## src/rtl/complex_instr_sequencer.sv

```systemverilog
// Cracks RISC-V AMO instructions into a load / ALU / store micro-op sequence.
// Every other instruction is rejected with a one-cycle o_bad pulse.
`ifndef INSTR_WIDTH
`define INSTR_WIDTH 32
`endif

`ifndef COMPLEX_INSTR_SEQUENCER_TYPES
`define COMPLEX_INSTR_SEQUENCER_TYPES
typedef enum logic [1:0] {
  UNIT_NONE = 2'd0,
  UNIT_ALU  = 2'd1,
  UNIT_MEM  = 2'd2
} unit_e;

typedef enum logic [3:0] {
  OP_NONE          = 4'd0,
  OP_ADD           = 4'd1,
  OP_XOR           = 4'd2,
  OP_AND           = 4'd3,
  OP_OR            = 4'd4,
  OP_MIN           = 4'd5,
  OP_MAX           = 4'd6,
  OP_MEM_LOAD_AMO  = 4'd7,
  OP_MEM_STORE_AMO = 4'd8
} op_e;

typedef struct packed {
  unit_e      unit;
  op_e        op;
  logic       has_rd;
  logic [4:0] rd;
  logic       has_rs1;
  logic       use_rs1;
  logic [4:0] rs1;
  logic [4:0] rs2;
  logic       alt_rd;
  logic       alt_rs2;
  logic [1:0] op_size;
  logic [1:0] attri;
} decoded_instr_t;
`endif

module complex_instr_sequencer #(
  parameter int unsigned INSTR_WIDTH   = `INSTR_WIDTH,
  parameter bit          SWAP_SKIP_ALU = 1'b1,
  parameter int unsigned CNT_WIDTH     = 16
) (
  input  logic                   i_clk,
  input  logic                   i_rst_n,
  input  logic                   i_flush,
  input  logic                   i_valid,
  input  logic [INSTR_WIDTH-1:0] i_instr,
  output logic                   o_ready,
  output logic                   o_uop_valid,
  input  logic                   i_uop_ready,
  output decoded_instr_t         o_uop,
  output logic [1:0]             o_step,
  output logic                   o_last,
  output logic                   o_bad,
  output logic [CNT_WIDTH-1:0]   o_cracked_cnt
);

  localparam logic [6:0] OpcAmo = 7'b0101111;
  localparam logic [4:0] F5Swap = 5'b00001;
  localparam logic [4:0] F5Add  = 5'b00000;
  localparam logic [4:0] F5Xor  = 5'b00100;
  localparam logic [4:0] F5And  = 5'b01100;
  localparam logic [4:0] F5Or   = 5'b01000;
  localparam logic [4:0] F5Min  = 5'b10000;
  localparam logic [4:0] F5Max  = 5'b10100;
  localparam logic [4:0] F5Minu = 5'b11000;
  localparam logic [4:0] F5Maxu = 5'b11100;

  typedef enum logic [1:0] {StIdle, StEmit, StBad} state_e;

  state_e                 state_q, state_d;
  logic [INSTR_WIDTH-1:0] instr_q, instr_d;
  logic [1:0]             step_q, step_d;
  logic [CNT_WIDTH-1:0]   cnt_q, cnt_d;

  logic       in_supported;
  logic [4:0] rd, rs1, rs2, funct5;
  logic       size_dw, aq, rl, is_swap, is_unsigned, last;
  logic [1:0] mem_size, mem_attri;
  op_e        alu_op;

  always_comb begin
    in_supported = (i_instr[6:0] == OpcAmo) &&
                   (i_instr[14:12] inside {3'b010, 3'b011}) &&
                   (i_instr[31:27] inside {F5Swap, F5Add, F5Xor, F5And, F5Or,
                                           F5Min, F5Max, F5Minu, F5Maxu});
  end

  // Fields of the held instruction; only meaningful while emitting.
  assign rd          = instr_q[11:7];
  assign size_dw     = instr_q[12];
  assign rs1         = instr_q[19:15];
  assign rs2         = instr_q[24:20];
  assign rl          = instr_q[25];
  assign aq          = instr_q[26];
  assign funct5      = instr_q[31:27];
  assign is_swap     = (funct5 == F5Swap);
  assign is_unsigned = (funct5 == F5Minu) || (funct5 == F5Maxu);
  assign last        = (step_q == 2'd2);
  assign mem_size    = size_dw ? 2'b11 : 2'b10;
  assign mem_attri   = {aq, rl | is_unsigned};

  always_comb begin
    case (funct5)
      F5Swap, F5Add:  alu_op = OP_ADD;
      F5Xor:          alu_op = OP_XOR;
      F5And:          alu_op = OP_AND;
      F5Or:           alu_op = OP_OR;
      F5Min, F5Minu:  alu_op = OP_MIN;
      F5Max, F5Maxu:  alu_op = OP_MAX;
      default:        alu_op = OP_NONE;
    endcase
  end

  always_ff @(posedge i_clk or negedge i_rst_n) begin
    if (!i_rst_n) begin
      state_q <= StIdle;
    end else begin
      state_q <= state_d;
    end
  end

  always_ff @(posedge i_clk or negedge i_rst_n) begin
    if (!i_rst_n) begin
      instr_q <= '0;
      step_q  <= 2'd0;
      cnt_q   <= '0;
    end else begin
      instr_q <= instr_d;
      step_q  <= step_d;
      cnt_q   <= cnt_d;
    end
  end

  // Flush overrides every other event, including acceptance in IDLE.
  always_comb begin
    state_d = state_q;
    instr_d = instr_q;
    step_d  = step_q;
    cnt_d   = cnt_q;
    if (i_flush) begin
      state_d = StIdle;
      step_d  = 2'd0;
    end else begin
      case (state_q)
        StIdle: begin
          if (i_valid) begin
            instr_d = i_instr;
            step_d  = 2'd0;
            state_d = in_supported ? StEmit : StBad;
          end
        end
        StEmit: begin
          if (i_uop_ready) begin
            if (last) begin
              state_d = StIdle;
              step_d  = 2'd0;
              cnt_d   = cnt_q + CNT_WIDTH'(1);
            end else if (step_q == 2'd0 && !(SWAP_SKIP_ALU && is_swap)) begin
              step_d = 2'd1;
            end else begin
              step_d = 2'd2;
            end
          end
        end
        StBad:   state_d = StIdle;
        default: state_d = StIdle;
      endcase
    end
  end

  always_comb begin
    o_ready       = (state_q == StIdle);
    o_uop_valid   = (state_q == StEmit);
    o_bad         = (state_q == StBad);
    o_cracked_cnt = cnt_q;
    o_step        = 2'd0;
    o_last        = 1'b0;
    o_uop         = '0;
    if (state_q == StEmit) begin
      o_step = step_q;
      o_last = last;
      case (step_q)
        2'd0: begin
          o_uop.unit    = UNIT_MEM;
          o_uop.op      = OP_MEM_LOAD_AMO;
          o_uop.has_rd  = 1'b1;
          o_uop.rd      = rd;
          o_uop.has_rs1 = 1'b1;
          o_uop.rs1     = rs1;
          o_uop.op_size = mem_size;
          o_uop.attri   = mem_attri;
        end
        2'd1: begin
          o_uop.unit    = UNIT_ALU;
          o_uop.op      = alu_op;
          o_uop.alt_rd  = 1'b1;
          o_uop.has_rs1 = 1'b1;
          o_uop.rs1     = rd;
          o_uop.rs2     = is_swap ? 5'd0 : rs2;
          o_uop.op_size = {1'b0, ~size_dw};
          o_uop.attri   = {1'b0, is_unsigned};
        end
        default: begin
          o_uop.unit    = UNIT_MEM;
          o_uop.op      = OP_MEM_STORE_AMO;
          o_uop.use_rs1 = 1'b1;
          o_uop.alt_rs2 = 1'b1;
          o_uop.rs1     = rs1;
          o_uop.op_size = mem_size;
          o_uop.attri   = mem_attri;
        end
      endcase
    end
  end

endmodule

```

## config.mk

```make
export PLATFORM = sky130hd
export DESIGN_NAME = complex_instr_sequencer
export DESIGN_NICKNAME = d
export VERILOG_FILES = /design/src/rtl/complex_instr_sequencer.sv
export SDC_FILE = /design/constraint.sdc
export NUM_CORES = 1
export LEC_CHECK = 0
export CORE_ASPECT_RATIO = 1.75
export CORE_UTILIZATION = 35
export DETAILED_ROUTE_END_ITERATION = 8
export GPL_TIMING_DRIVEN = 0
export PLACE_DENSITY_LB_ADDON = 0.12
export SYNTH_ARGS = -nofsm -noshare
export SYNTH_HDL_FRONTEND = slang
export SYNTH_SLANG_ARGS = --single-unit
```

## constraint.sdc

```tcl
create_clock -name i_clk -period 1.65 [get_ports i_clk]
set_clock_uncertainty 0.2 [all_clocks]
set_input_delay 0.165 -clock i_clk [delete_from_list [all_inputs] [get_ports i_clk]]
set_output_delay 0.165 -clock i_clk [all_outputs]
set_load 0.005 [all_outputs]
```

==> impl_metrics.env, run 1 <==
export IMPL_final_cells=426
export IMPL_timing_final_crit_share_pct=123
export IMPL_via_count=2110
export IMPL_power_mw=2.75
export IMPL_cts_max_path_buffers=2
export IMPL_crit_fanout=5
export IMPL_grt_util_met1_pct=24.0
export IMPL_pin_count=89
export IMPL_clkSlewWorstSetupHoldPaths_ns=0.09
export IMPL_maxSlewViolCount=0
export IMPL_crit_chain="nor2_2 > and3_4 > nor3_4 > buf_6 > buf_6 > and2_4 > buf_6"
export IMPL_wl_per_cell_um=16.8
export IMPL_area_growth_pct=92.7
export IMPL_diodes=0
export IMPL_yosysWarnings=0
export IMPL_crit_top_cell="buf_6"
export IMPL_grt_usage_pct=21.1
export IMPL_gr_total_overflow=0
export IMPL_drive_gt1_share_pct=55.5
export IMPL_synth_top_area_share_pct=49.0
export IMPL_cts_buffers=5
export IMPL_die_area_um2=6600
export IMPL_drt_total_wl_um=7140
export IMPL_crit_type="flip-flop to output port"
export IMPL_hold_path_class="input pin to async pin"
export IMPL_hold_violations=0
export IMPL_cp_arrival_ns=1.66
export IMPL_ys_types=42
export IMPL_synth_seq_cells=43
export IMPL_grt_pass1_wl_um=10400
export IMPL_grt_max_degree=29
export IMPL_hold_slack_ns=0.130
export IMPL_row_count=37
export IMPL_antenna_found_initial=0
export IMPL_critPathSlowestCell="dfrtp_1"
export IMPL_cp_slowest_stage_delay_ns=0.43
export IMPL_synth_cells=202
export IMPL_grt_pass1_vias=2096
export IMPL_slew_headroom_pct=74.0
export IMPL_final_common_cell="clkdlybuf4s50_1"
export IMPL_cp_end_kind="output port"
export IMPL_globalRouteMet3Util_pct=3.26
export IMPL_synth_nets=240
export IMPL_drt_initial_drc_count=53
export IMPL_cts_sinks=43
export IMPL_synth_largest_area_cell="dfrtp_1"
export IMPL_grtUsageMet2_pct=38.4
export IMPL_nets=385
export IMPL_vias_per_cell=4.95
export IMPL_rr_worst_depth=5
export IMPL_worst_pin_slew_ns=0.391
export IMPL_rsz0062_at_grt="true"
export IMPL_synth_area_top_cells="dfrtp_1 (49%), mux2_2 (12%), xnor2_1 (4.4%)"
export IMPL_htreeDepth=2
export IMPL_gp_congestion=0.816
export IMPL_dp_cells=368
export IMPL_port_buffers=87
export IMPL_firstDrtPassIters=4
export IMPL_vdd_ir_drop_worst_uv=455
export IMPL_grt_busiest_layer="met2"
export IMPL_layout_common_cells="clkdlybuf4s50_1 (45), buf_6 (42), dfrtp_1 (37)"
export IMPL_power_density_nw_per_um2=649
export IMPL_tritoncts="done"
export IMPL_initial_core_util_pct=36.7
export IMPL_finalCriticalPeriod_ns=2.02
export IMPL_start_kind="flip-flop"
export IMPL_ant_nets=0
export IMPL_drv_cap=0
export IMPL_drcViolationCount=0
export IMPL_fill_cells=396
export IMPL_die_width_um=61.9
export IMPL_fin_ws_ns=-0.371
export IMPL_cts_root_buf="clkbuf_8"
export IMPL_leakage_nw=1.97
export IMPL_die_y_um=107
export IMPL_status="finished, violations left"
export IMPL_dp_hpwl_um=3930
export IMPL_setup_viol=66
export IMPL_insertion_delay_ns=0.30
export IMPL_fmax_mhz=495
export IMPL_fp_coreArea_um2=5970
export IMPL_avgSynthCellArea_um2=10.9
export IMPL_yosysSeqAreaShare_pct=49.0
export IMPL_violations="setup timing"
export IMPL_syn_cell_area_um2=2190
export IMPL_cp_data_required_time_ns=1.28
## routing by layer
layer / vias to the layer above / part of all wire [%]
li1: 980 / -
met1: 1034 / 35
met2: 86 / 59
met3: 10 / 4.2
met4: 0 / 1.5
met5: - / 0
## state kept, by name (all words and copies together), names as in the netlist
name,count
instr_q,23
state_q,2
step_q,2
o_cracked_cnt,16
## report_power, final
part           internal, mW  switching, mW  leakage [nW]
logic                 0.317          0.186          1.37
registers              1.16         0.0879         0.535
clock network         0.604          0.392        0.0644
## worst paths after layout
check / from / to / slack (ns)
hold reg to reg: o_cracked_cnt[15] / o_cracked_cnt[15] / 0.27
hold / removal: i_rst_n / instr_q[24] / 0.13
setup / recovery: instr_q[30] / o_uop[9] / -0.37
min in group i_clk: i_flush / step_q[1] / 0.18
setup reg to reg: state_q[0] / instr_q[9] / -0.16
max in group asynchronous: i_rst_n / step_q[1] / 0.64
## logic make-up after synthesis
family / synth area share, %
and+or+nand+nor: 22.0
DFF: 49.0
muxes: 12.8
AOI/OAI and AO/OA: 4.96
xor gates and xnor gates: 6.39
buffers and inverters: 4.28
adders and majority gates: 0.570
## stage by stage
stage          util [%]  instance area, um^2  setup WS [ns]  setup TNS (ns)
6_report           70.8                 4230         -0.371          -10.35
5_1_grt            70.8                 4230         -0.445          -14.41
4_1_cts            67.3                 4020         -0.363          -10.73
3_5_place_dp       53.3                 3190         -0.781          -27.86
3_3_place_gp       53.1                 3170         -0.964          -69.51
2_1_floorplan         -                 2200         -0.115           -1.77
## cell usage after synthesis
cell	n
mux2_2	24
a21oi_1	9
nor2_2	1
xor2_1	5
and2_1	13
nor4b_1	1
mux2i_1	1
nand2b_1	1
and4bb_2	1
nor2b_1	4
buf_2	3
nand4_2	1
inv_1	5
o2bb2ai_1	1
buf_1	1
o31a_1	1
o311ai_0	1
nor3_1	5
nor4_1	1
nor2_1	16
nor4b_4	1
and4b_1	2
nand3_1	5
nand3b_1	1
clkbuf_1	1
nand4_1	4
buf_6	2
xnor2_1	11
nor3_4	1
dfrtp_1	43
o21ai_0	4
nor4bb_1	1
ha_1	1
and2b_1	1
buf_4	4
a32oi_1	1
nand2_2	1
nand2_1	18
a22o_1	1
and4_1	1
nand4b_1	1
and3_1	2
## worst max-delay path: cells and delay by family (launching register included)
| kind | cells | cell delay (ns) |
|---|---|---|
| flip-flops | 1 | 0.43 |
| buffers and inverters | 3 | 0.31 |
| AND/OR/NAND/NOR | 4 | 0.63 |
## area by class of cell
type | instances | area [um^2] | area share, %
Buffer | 9 | 106 | 2.51
Timing Repair Buffer | 140 | 1370 | 32.4
Inverter | 5 | 31.3 | 0.740
Clock inverter | 3 | 67.6 | 1.60
Sequential cell | 43 | 1080 | 25.6
Multi-Input combinational cell | 143 | 1400 | 33.2
Clock buffer | 5 | 68.8 | 1.63
Tap cell | 78 | 97.6 | 2.31
## repair_timing
| item | 4_1_cts | 5_1_grt |
|---|---|---|
| cloned | 3 | 0 |
| buffers inserted | 37 | 11 |
| gates resized for setup | 272 | 49 |
| hold buffers | 1 | 0 |
| endpoints found under the setup margin | 74 | 81 |
| pin swaps | 19 | 14 |
| hold endpoints to repair | 43 | 0 |
Power figures use the tool's default switching activity.
==> run 2, diff against run 1 <==
--- a/config.mk
+++ b/config.mk
@@ -10,6 +10,7 @@
 export DETAILED_ROUTE_END_ITERATION = 8
 export GPL_TIMING_DRIVEN = 0
 export PLACE_DENSITY_LB_ADDON = 0.12
+export SLEW_MARGIN = 20
 export SYNTH_ARGS = -nofsm -noshare
 export SYNTH_HDL_FRONTEND = slang
 export SYNTH_SLANG_ARGS = --single-unit
==> results of run 2 <==
Final layout, timing and power as in run 1 (identical DEF).
==> run 3, diff against run 2 <==
--- a/config.mk
+++ b/config.mk
@@ -10,6 +10,7 @@
 export DETAILED_ROUTE_END_ITERATION = 8
 export GPL_TIMING_DRIVEN = 0
 export PLACE_DENSITY_LB_ADDON = 0.12
+export REMOVE_ABC_BUFFERS = 1
 export SLEW_MARGIN = 20
 export SYNTH_ARGS = -nofsm -noshare
 export SYNTH_HDL_FRONTEND = slang
==> run 3 against run 2 <==
  * Critical endpoint unchanged
  * Sequential power barely moved
  * Non-clock buffer count shrank 2
  * Combinational power rose by 3%
  * Maximum frequency increased by 5.6%
  * Global-route usage down 0.67 points
  * Critical path depth is 1 lower
  * Sequential share of layout area grew 1.1 points
  * Hold slack improved by 0.036 ns
  * The flow still finishes with violations (setup timing)
  * Highest routed layer unchanged
  * Worst setup slack improved by 0.11 ns
  * Utilization down 2.9 points
  * Largest power group unchanged
==> impl_metrics.env, run 3 (same netlist as run 1, synthesis figures left out) <==
export IMPL_timing_rr_start="state_q[1]"
export IMPL_final_core_util_pct=67.9
export IMPL_cts_root_buf="clkbuf_8"
export IMPL_globalRouteMet3Util_pct=3.74
export IMPL_grt_max_degree=25
export IMPL_drive_gt1_share_pct=53.3
export IMPL_grt_pass1_vias=2123
export IMPL_via_count=2040
export IMPL_status="finished, violations left"
export IMPL_fill_cells=452
export IMPL_fin_area_um2=4060
export IMPL_pin_count=89
export IMPL_cp_end_kind="output port"
export IMPL_setup_viol=72
export IMPL_critPathBufInv=2
export IMPL_path_depth=6
export IMPL_fmax_mhz=522
export IMPL_drcViolationCount=0
export IMPL_power_mw=2.56
export IMPL_cp_slowest_stage_delay_ns=0.40
export IMPL_r2r_end="o_cracked_cnt[4]"
export IMPL_fp_coreArea_um2=5970
export IMPL_diodes=0
export IMPL_die_y_um=107
export IMPL_grt_busiest_layer="met2"
export IMPL_insertion_delay_ns=0.30
export IMPL_hold_violations=0
export IMPL_final_common_cell="clkdlybuf4s50_1"
export IMPL_gr_total_overflow=0
export IMPL_grt_pass1_wl_um=10100
export IMPL_slew_headroom_pct=64.0
export IMPL_drt_total_wl_um=6460
export IMPL_crit_type="flip-flop to output port"
export IMPL_start_kind="flip-flop"
export IMPL_critPathSlowestCell="dfrtp_1"
export IMPL_cp_arrival_ns=1.55
export IMPL_setup_tns_ns=-9.84
export IMPL_die_area_um2=6600
export IMPL_regMostFlops="instr_q"
export IMPL_worst_pin_slew_ns=0.535
export IMPL_htreeDepth=2
export IMPL_rsz0062_at_grt="true"
export IMPL_cts_buffers=5
export IMPL_die_width_um=61.9
export IMPL_final_cells=423
export IMPL_dp_cells=360
export IMPL_r2r_slack_ns=-0.21
export IMPL_place_area_um2=3140
export IMPL_firstDrtPassIters=4
export IMPL_startpoint="instr_q[29]"
export IMPL_grt_util_met1_pct=23.5
export IMPL_hold_path_class="input pin to async pin"
export IMPL_cts_sinks=43
export IMPL_crit_fanout=5
export IMPL_crit_end="o_uop[9]"
export IMPL_wl_per_cell_um=15.3
export IMPL_cp_data_required_time_ns=1.28
export IMPL_nets=383
export IMPL_violations="setup timing"
export IMPL_vdd_ir_drop_worst_uv=548
export IMPL_rr_worst_depth=8
export IMPL_crit_family="simple AND/OR/NAND/NOR gates"
export IMPL_clkSlewWorstSetupHoldPaths_ns=0.08
export IMPL_cts_max_path_buffers=2
export IMPL_tritoncts="done"
export IMPL_leakage_nw=1.94
export IMPL_drt_initial_drc_count=40
export IMPL_initial_core_util_pct=36.7
export IMPL_largest_register_ffs=23
export IMPL_finalCriticalPeriod_ns=1.91
export IMPL_power_density_nw_per_um2=632
export IMPL_area_growth_pct=84.8
export IMPL_maxSlewViolCount=0
export IMPL_row_count=37
export IMPL_grt_usage_pct=20.4
export IMPL_timing_final_crit_share_pct=116
export IMPL_dp_hpwl_um=3780
export IMPL_antenna_found_initial=0
export IMPL_fin_ws_ns=-0.264
export IMPL_drv_cap=0
export IMPL_port_buffers=88
export IMPL_grtUsageMet2_pct=36.3
export IMPL_hold_slack_ns=0.166
export IMPL_crit_chain="buf_4 > nor2_2 > and3_4 > nor3_4 > and2_1 > buf_2"
export IMPL_ant_nets=0
export IMPL_layout_common_cells="clkdlybuf4s50_1 (45), dfrtp_1 (37), buf_6 (33)"
export IMPL_gp_congestion=0.728
export IMPL_vias_per_cell=4.82
export IMPL_pre_cts_ws_ns=-0.998
==> run 3: cell type report <==
type / count / area [um^2] / area share, %
Timing Repair Buffer: 147 / 1390 / 34.2
Sequential cell: 43 / 1080 / 26.7
Multi-Input combinational cell: 143 / 1360 / 33.5
Inverter: 5 / 23.8 / 0.586
Clock inverter: 1 / 30.0 / 0.740
Tap cell: 78 / 97.6 / 2.41
Clock buffer: 6 / 72.6 / 1.79
==> run 3: metal layers <==
layer  vias to the layer above  share of wire [%]  wire length, um
met5                         -                  0                0
met4                         0                1.2               78
met3                         6                4.4              283
met2                        62                 56             3600
met1                       998                 39             2500
li1                        974                  -                -
==> run 3: worst reg2reg max path, stage by stage (launching register included) <==
cell	delay, ns
dfrtp_2	0.42
nand2b_4	0.17
buf_4	0.15
buf_8	0.12
buf_8	0.14
nor3_4	0.18
buf_6	0.14
nand4_1	0.10
xnor2_1	0.14
==> run 3: power breakdown <==
| part | switching (mW) | internal (mW) |
|---|---|---|
| clock network | 0.365 | 0.444 |
| registers | 0.0782 | 1.16 |
| logic | 0.185 | 0.336 |
==> run 3: how the worst min path moves through the flow <==
stage / end / slack [ns] / depth (start not counted)
CTS: o_cracked_cnt[2] / 0.19 / 2
global route: o_cracked_cnt[2] / 0.22 / 2
global placement: o_cracked_cnt[15] / 0.26 / 1
finish: o_cracked_cnt[2] / 0.17 / 2
floorplan: instr_q[10] / -0.33 / 0
detailed placement: o_cracked_cnt[2] / -0.02 / 1
==> run 3: timing repair <==
item | CTS | global route
setup buffers | 46 | 10
pin swaps | 33 | 20
gates resized for setup | 232 | 58
hold buffers | 1 | 0
gates cloned | 1 | 1
hold endpoints to repair | 19 | 0
setup endpoints to repair | 74 | 82
